File: config.mk
export PLATFORM = sky130hd
export DESIGN_NAME = gpio_ctrl_irq_engine
export DESIGN_NICKNAME = d
export VERILOG_FILES = /design/src/rtl/gpio_ctrl_irq_pkg.sv /design/src/rtl/gpio_ctrl_debounce.sv /design/src/rtl/gpio_ctrl_irq_engine.sv
export SDC_FILE = /design/constraint.sdc
export NUM_CORES = 1
export LEC_CHECK = 0
export CORE_MARGIN = 2
export CORE_UTILIZATION = 62
export DETAILED_ROUTE_END_ITERATION = 8
export PLACE_DENSITY = 0.87
export SLEW_MARGIN = 20
export SYNTH_ARGS = -nofsm -noshare
export SYNTH_HDL_FRONTEND = slang
export SYNTH_SLANG_ARGS = --single-unit
File: constraint.sdc
create_clock -name clk -period 4.5 [get_ports clk]
set_input_delay 0.675 -clock clk [delete_from_list [all_inputs] [get_ports clk]]
set_output_delay 0.675 -clock clk [all_outputs]
set_load 0.1 [all_outputs]
File: src/rtl/gpio_ctrl_irq_pkg.sv
// gpio_ctrl_irq_pkg: shared mode encoding for the GPIO interrupt engine
package gpio_ctrl_irq_pkg;
  localparam int IRQ_MODE_W = 3;
  typedef enum logic [IRQ_MODE_W-1:0] {
    OFF    = 3'd0,
    RISE   = 3'd1,
    FALL   = 3'd2,
    BOTH   = 3'd3,
    LVL_HI = 3'd4,
    LVL_LO = 3'd5
  } irq_mode_e;
endpackage

File: src/rtl/gpio_ctrl_debounce.sv
// gpio_ctrl_debounce: per-pin synchroniser, debounce counter, filtered value and edge event
module gpio_ctrl_debounce
  import gpio_ctrl_irq_pkg::*;
#(
  parameter int SYNC_STAGES = 2,
  parameter int DBNC_W      = 8
) (
  input  logic              clk,
  input  logic              rst_n,
  input  logic              din,
  input  logic [DBNC_W-1:0] dbnc_cycles,
  output logic              filt,
  output logic              evt
);
  logic [SYNC_STAGES-1:0] sync_q;
  logic [DBNC_W-1:0]      cnt;
  logic                   sync;
  assign sync = sync_q[SYNC_STAGES-1];
  // The counter only advances while it is below the threshold, so it can never wrap.
  assign evt = (sync != filt) && (cnt >= dbnc_cycles);
  // Synchronise the pad, then accept a new level only after it has been stable past the threshold.
  always_ff @(posedge clk or negedge rst_n) begin
    if (!rst_n) begin
      sync_q <= '0;
      cnt    <= '0;
      filt   <= 1'b0;
    end else begin
      sync_q <= {sync_q[SYNC_STAGES-2:0], din};
      if (sync == filt) cnt <= '0;
      else if (evt) begin
        filt <= sync;
        cnt  <= '0;
      end else cnt <= cnt + 1'b1;
    end
  end
endmodule

File: src/rtl/gpio_ctrl_irq_engine.sv
// gpio_ctrl_irq_engine: per-pin debounced interrupt engine with sticky W1C status (optional overrun via GPIO_CTRL_IRQ_OVERRUN_EN)
module gpio_ctrl_irq_engine
  import gpio_ctrl_irq_pkg::*;
#(
  parameter int NUM_PINS    = 32,
  parameter int SYNC_STAGES = 2,
  parameter int DBNC_W      = 8
) (
  input  logic                           clk,
  input  logic                           rst_n,
  input  logic [NUM_PINS-1:0]            gpio_in,
  input  logic [NUM_PINS-1:0]            intr_enable,
  input  logic [IRQ_MODE_W*NUM_PINS-1:0] intr_mode,
  input  logic [DBNC_W-1:0]              dbnc_cycles,
  input  logic [NUM_PINS-1:0]            status_clr,
  output logic [NUM_PINS-1:0]            filt_data,
  output logic [NUM_PINS-1:0]            intr_status,
`ifdef GPIO_CTRL_IRQ_OVERRUN_EN
  output logic [NUM_PINS-1:0]            intr_overrun,
`endif
  output logic                           interrupt
);
  logic [NUM_PINS-1:0] evt;
  logic [NUM_PINS-1:0] set;
  for (genvar g = 0; g < NUM_PINS; g++) begin : g_pin
    gpio_ctrl_debounce #(.SYNC_STAGES(SYNC_STAGES), .DBNC_W(DBNC_W)) u_dbnc (
      .clk(clk),
      .rst_n(rst_n),
      .din(gpio_in[g]),
      .dbnc_cycles(dbnc_cycles),
      .filt(filt_data[g]),
      .evt(evt[g])
    );
  end
  // Decode each pin's mode into a set request; at an event the new filtered value is the inverse of the current one.
  always_comb begin
    set = '0;
    for (int i = 0; i < NUM_PINS; i++) begin
      logic [IRQ_MODE_W-1:0] m;
      m = intr_mode[IRQ_MODE_W*i +: IRQ_MODE_W];
      set[i] = intr_enable[i] & (m == RISE   ? evt[i] & ~filt_data[i] :
                                 m == FALL   ? evt[i] &  filt_data[i] :
                                 m == BOTH   ? evt[i] :
                                 m == LVL_HI ? filt_data[i] :
                                 m == LVL_LO ? ~filt_data[i] : 1'b0);
    end
  end
  // Sticky status: a new set wins over a simultaneous clear strobe.
  always_ff @(posedge clk or negedge rst_n) begin
    if (!rst_n) intr_status <= '0;
    else intr_status <= set | (intr_status & ~status_clr);
  end
`ifdef GPIO_CTRL_IRQ_OVERRUN_EN
  // Overrun flags a second set arriving while status is still pending and not being cleared.
  always_ff @(posedge clk or negedge rst_n) begin
    if (!rst_n) intr_overrun <= '0;
    else intr_overrun <= (set & intr_status & ~status_clr) | (intr_overrun & ~status_clr);
  end
`endif
  assign interrupt = |intr_status;
endmodule

==> results of run 1 <==
## power breakdown
group / switching, mW / leakage (nW) / total, mW / internal (mW)
Clock: 1.44 / 0.722 / 3.68 / 2.23
Combinational: 2.38 / 7.95 / 3.79 / 1.40
Sequential: 0.686 / 5.11 / 4.60 / 3.92
## worst paths after layout
kind,startpoint,endpoint,slack (ps),cells after the start
worst max-delay path,intr_status[21]$_DFF_PN0_,interrupt,450,4
worst min-delay path,rst_n,g_pin[1].u_dbnc.sync_q[0]$_DFF_PN0_,160,1
worst max register to register,g_pin[28].u_dbnc.cnt[0]$_DFF_PN0_,g_pin[28].u_dbnc.filt$_DFFE_PN0P_,2230,7
worst min register to register,g_pin[5].u_dbnc.sync_q[0]$_DFF_PN0_,g_pin[5].u_dbnc.sync_q[1]$_DFF_PN0_,340,0
max in group asynchronous,rst_n,g_pin[20].u_dbnc.cnt[1]$_DFF_PN0_,3320,2
min in group clk,g_pin[5].u_dbnc.sync_q[0]$_DFF_PN0_,g_pin[5].u_dbnc.sync_q[1]$_DFF_PN0_,340,0
## per-stage QoR
step / hold slack [ps] / cell area [um^2] / cells
floorplan: 331 / 23200 / 2391
CTS: 207 / 27800 / 3182
finish: 164 / 27800 / 3182
global route: 224 / 27800 / 3182
global placement: 331 / 26300 / 3106
detailed placement: 335 / 26300 / 3106
## registers in the layout, summed over array words and instances (netlist names)
name,cells
g_pin.u_dbnc.cnt,256
g_pin.u_dbnc.filt,32
intr_status,32
g_pin.u_dbnc.sync_q,64
## logic make-up (layout without fill, tap and decap cells)
| logic type | count (synthesis) | in the layout |
|---|---|---|
| and+or+nand+nor | 953 | 953 |
| DFF | 384 | 384 |
| AOI/OAI and AO/OA | 378 | 378 |
| adders and majority gates | 288 | 288 |
| xor gates and xnor gates | 231 | 231 |
| buffers and inverters | 129 | 452 |
| muxes | 28 | 28 |
## placed cells by master, fill, tap and decap left out, types with 58 or more instances in the layout
master / count
inv_1: 85
a21o_1: 63
o21ai_0: 69
nor2_1: 334
ha_1: 288
xor2_1: 173
nand3_1: 187
dfrtp_1: 384
xnor2_1: 58
nand2_1: 187
clkdlybuf4s50_1: 264
and3_1: 85
a21oi_1: 86
## per-layer routing
metal / wire length (um) / global-route usage, %
met5: 0 / 0
met4: 1820 / 11.0
met3: 3730 / 5.14
met2: 28800 / 53.0
met1: 23700 / 37.5
## layout make-up
class | count | share of cell area, %
clock buffer | 52 | 4.17
clock inverter | 24 | 1.13
inverter | 92 | 1.24
multi-input combinational | 1878 | 46.6
tap | 468 | 2.11
timing repair buffer | 284 | 10.2
sequential | 384 | 34.6
==> results.py, run 1 <==
metrics = {
    "drt": {
        "wirelength_mm": 58.1,
        "wire_per_inst_um": 18.2,
        "via_count": 19060,
        "dr.pass1.iters": 5,
        "drt_iter0_drc": 1186,
        "via_per_inst": 5.99,
        "drc": 0,
        "postRouteAntennaNets": 0,
    },
    "setup_path": {
        "worstSetupPathType": "reg -> out",
        "crit_slowest_cell": "clkdlybuf4s50_1",
        "crit_chain": "nor4_1, nand4_1, or2_2, clkdlybuf4s50_1",
        "crit_fanout": 3,
        "slowest_delay_ps": 970,
        "critPathTopFamily": "simple AND/OR/NAND/NOR gates",
        "end_kind": "output pin",
        "arrival_ps": 3370,
        "cp_num_buf_inv": 1,
        "worst_setup_path_start_kind": "flop",
        "cp.required_ps": 3830,
    },
    "timing": {
        "report.final.slew_viol_count": 0,
        "max_slew.worst_pin.slew_ps": 1060,
        "slew_headroom_pct": 28.9,
        "setup_tns_ps": 0,
        "rsz0062_at_grt": "false",
        "period_share_pct": 90.0,
        "skew_ps": 15.7,
        "fmaxAchievable_ghz": 0.247,
        "setup_ws_ps": 450,
        "hold_viol_final": 0,
        "setup_viol": 0,
        "finalCriticalPeriod_ps": 4050,
    },
    "logic_synthesis": {
        "synthDistinctLibCells": 45,
        "synth_fp_nets": 2881,
        "seq_area_frac_synth_pct": 41.5,
        "synth.area.top_cells": "dfrtp_1 41%, ha_1 16%, xor2_1 6.5%",
        "avgSynthCellArea_um2": 9.69,
        "synthArstFlopShare_pct": 100,
        "synth_top_cells_by_count": "384 x dfrtp_1, 334 x nor2_1, 288 x ha_1",
        "synth_enable_flop_cells": 0,
        "synth_mux_area_share_pct": 1.36,
        "synth_top_area_share_pct": 41.5,
        "synth_top_family_by_area": "simple AND/OR/NAND/NOR gates",
        "synthCells": 2391,
        "yosys.area.top_type": "dfrtp_1",
        "synthSimpleGateAreaFrac_pct": 19.2,
        "synthXorXnorAreaFrac_pct": 8.73,
        "synth_most_common_cell": "dfrtp_1",
        "synth-main-ff-cell": "dfrtp_1",
        "synth_compound_area_share_pct": 11.0,
        "syn_area_mm2": 0.0232,
        "ys_ff_latch": 384,
        "synthAdderAreaFrac_pct": 15.6,
        "synth_warnings": 0,
    },
    "cts": {
        "cts_tree": "yes",
        "cts_root_buf": "clkbuf_16",
        "cts_buffers": 41,
        "ctsResizeCount": 0,
        "postCtsSetupRepairBufs": 0,
        "cts.path.max_buffers": 3,
        "insertion_delay_ps": 550,
        "cts.htree.levels": 2,
        "cts_num_sinks": 384,
        "clk_pin_slew_worst_paths_ps": 60,
        "cts_hold_buf": 0,
    },
    "cells_and_area": {
        "drive_gt1_share_pct": 6.01,
        "fill_cells": 2366,
        "syn_to_final_growth_pct": 20.0,
        "utilization_pct": 75.7,
        "diodes": 0,
        "seq_area_mm2": 0.00961,
        "multi_input_area_mm2": 0.0129,
        "final_nets": 3171,
    },
    "die": {
        "initial_utilization_pct": 63.1,
        "die_area_mm2": 0.0389,
        "fp.dieW_um": 197,
        "die_h_um": 197,
        "core_area_mm2": 0.0367,
        "num_rows": 70,
        "boundaryPins": 267,
    },
    "place": {
        "dp_hpwl_mm": 41.1,
        "gp_congestion": 0.881,
        "dp_slack_ps": 994,
        "io_buffers": 266,
    },
    "power_and_ir_drop": {
        "leakagePower_nw": 13.8,
        "powerDensity_mw_per_mm2": 434,
        "irDropWorstVdd_uv": 370,
        "total_power_mw": 12.1,
    },
    "outcome": {
        "status": "finished, final reports clean",
    },
    "global_route": {
        "grt_pass1_wl_mm": 95.5,
        "grt_pass1_vias": 19527,
        "antenna_found_initial": 1,
        "grt.overflow.total": 0,
        "track_usage_pct": 30.2,
        "grt_max_degree": 103,
    },
    "worst_hold_path": {
        "hp-class": "in -> async",
    },
    "job": {
        "cap_violations": 0,
    },
}
No activity file was read; power rests on OpenSTA's default activity.
==> inputs of run 2 (changes only) <==
Settings changed: CORE_UTILIZATION 62 to 57, HOLD_SLACK_MARGIN set to 0.02, PLACE_DENSITY 0.87 to 0.81.
Clock period 4.5 ns to 4.53 ns, I/O delays scaled along.
==> run 2 against run 1 <==
Net effect:
- non-clock buffer count shrank 5
- worst setup slack better by 720 ps
- combinational power shrank 2%
- via count fell by 2.1%
- sequential power is essentially flat
==> results.py, run 2 (synthesis results as in run 1) <==
metrics = {
    "cells_and_area": {
        "mostFrequentLayoutCell": "dfrtp_1",
        "final_nets": 3168,
        "largest_reg_flops": 256,
        "diodes": 0,
        "drive_gt1_share_pct": 5.55,
        "top_regs": "g_pin.u_dbnc.cnt: 256 flops, g_pin.u_dbnc.sync_q: 64 flops",
        "fill_cells": 2870,
        "utilization_pct": 69.6,
        "layout_common_cells": "384 x dfrtp_1, 334 x nor2_1, 288 x ha_1",
        "regMostFlops": "g_pin.u_dbnc.cnt",
        "syn_to_final_growth_pct": 19.9,
    },
    "power_and_ir_drop": {
        "seqPwrFrac_pct": 38.9,
        "p_comb_share_pct": 31.5,
        "switching_share_pct": 37.3,
        "p_int_mw": 7.35,
        "powerDensity_mw_per_mm2": 423,
        "total_power_mw": 11.7,
        "pwr-share-clk_pct": 29.5,
        "irDropWorstVdd_uv": 353,
        "p_sw_mw": 4.38,
        "leakagePower_nw": 13.7,
    },
    "drt": {
        "dr.pass1.iters": 5,
        "postRouteAntennaNets": 0,
        "drt_iter0_drc": 1115,
        "drc": 0,
        "via_count": 18659,
        "wirelength_mm": 56.0,
        "via_per_inst": 5.78,
        "wire_per_inst_um": 17.3,
    },
    "global_route": {
        "grt_pass1_vias": 18802,
        "grt_max_degree": 138,
        "antenna_found_initial": 3,
        "grt_pass1_wl_mm": 91.6,
        "grt.overflow.total": 0,
        "track_usage_pct": 26.8,
    },
    "setup_path": {
        "cp_num_buf_inv": 1,
        "slowest_delay_ps": 680,
        "crit_fanout": 3,
        "critPathTopFamily": "simple AND/OR/NAND/NOR gates",
        "r2r_cells": 6,
        "arrival_ps": 2680,
        "worstSetupPathType": "reg -> out",
        "worst_setup_path_start_kind": "flop",
        "end_kind": "output pin",
        "cp.depth": 4,
        "cp.required_ps": 3850,
        "crit_slowest_cell": "nor4_1",
        "crit_chain": "nor4_1, nand4_1, or2_2, buf_4",
    },
    "timing": {
        "whs_ps": 36.4,
        "rsz0062_at_grt": "false",
        "period_share_pct": 74.3,
        "slew_headroom_pct": 26.9,
        "hold_viol_final": 0,
        "setup_viol": 0,
        "report.final.slew_viol_count": 0,
        "setup_ws_ps": 1170,
        "setup_tns_ps": 0,
        "skew_ps": 8.35,
        "fmaxAchievable_ghz": 0.297,
        "finalCriticalPeriod_ps": 3360,
        "max_slew.worst_pin.slew_ps": 1090,
    },
    "die": {
        "core_area_mm2": 0.0399,
        "die_h_um": 206,
        "fp.dieW_um": 206,
        "boundaryPins": 267,
        "die_area_mm2": 0.0423,
        "initial_utilization_pct": 58.0,
        "num_rows": 73,
    },
    "worst_hold_path": {
        "hp-class": "in -> async",
    },
    "cts": {
        "cts_hold_buf": 0,
        "cts_num_sinks": 384,
        "clk_pin_slew_worst_paths_ps": 60,
        "cts_root_buf": "clkbuf_16",
        "cts_tree": "yes",
        "postCtsSetupRepairBufs": 0,
        "cts.htree.levels": 2,
        "ctsResizeCount": 0,
        "cts_buffers": 43,
        "cts.path.max_buffers": 3,
        "insertion_delay_ps": 560,
    },
    "place": {
        "io_buffers": 266,
        "dp_slack_ps": 925,
        "gp_congestion": 0.830,
        "dp_hpwl_mm": 39.3,
    },
    "job": {
        "cap_violations": 0,
    },
    "outcome": {
        "status": "finished, final reports clean",
    },
}
[run 2: layout make-up]
type / instances / area (um^2) / share of cell area, %
timing repair buffer: 279 / 2820 / 10.1
tap: 525 / 657 / 2.37
multi-input combinational: 1878 / 13000 / 46.6
clock inverter: 7 / 85.1 / 0.306
clock buffer: 65 / 1300 / 4.69
inverter: 92 / 345 / 1.24
sequential: 384 / 9610 / 34.6
[run 2: worst register-to-register path, delay by kind of cell (launching register included)]
family / cells / cell delay [ps]
compound gates: 3 / 770
fa+ha+maj: 1 / 320
simple gates: 2 / 510
flops: 1 / 450
[run 2: worst paths after layout]
path                                                 startpoint                              endpoint  slack, ps
min in group clk           g_pin[18].u_dbnc.sync_q[0]$_DFF_PN0_  g_pin[18].u_dbnc.sync_q[1]$_DFF_PN0_        350
setup / recovery                      intr_status[26]$_DFF_PN0_                             interrupt       1170
hold reg to reg            g_pin[18].u_dbnc.sync_q[0]$_DFF_PN0_  g_pin[18].u_dbnc.sync_q[1]$_DFF_PN0_        350
max in group asynchronous                                 rst_n     g_pin[20].u_dbnc.cnt[3]$_DFF_PN0_       3210
setup reg to reg              g_pin[23].u_dbnc.cnt[2]$_DFF_PN0_     g_pin[23].u_dbnc.cnt[6]$_DFF_PN0_       2400
hold / removal                                            rst_n   g_pin[0].u_dbnc.sync_q[1]$_DFF_PN0_         40
[run 2: metrics by stage]
stage | instance area (um^2) | std cells
after floorplan | 23200 | 2391
after global placement | 26300 | 3157
after detailed placement | 26300 | 3157
after CTS | 27700 | 3229
after global routing | 27800 | 3230
final | 27800 | 3230
[run 2: power by group through the flow]
stage	logic, mW	registers, mW	clock network [mW]
2_1_floorplan	2.71	4.52	0
3_3_place_gp	3.52	4.57	0
3_5_place_dp	3.67	4.60	0
4_1_cts	3.72	4.55	3.53
5_1_grt	4.08	4.65	3.66
6_report	3.70	4.57	3.47
[run 2: routing by layer]
layer	up-vias	wire length, um	global-route usage [%]
met3	131	3370	4.75
met5	-	31	0
met1	9080	24400	35.1
li1	8924	-	-
met2	518	26300	44.3
met4	6	1920	10.4
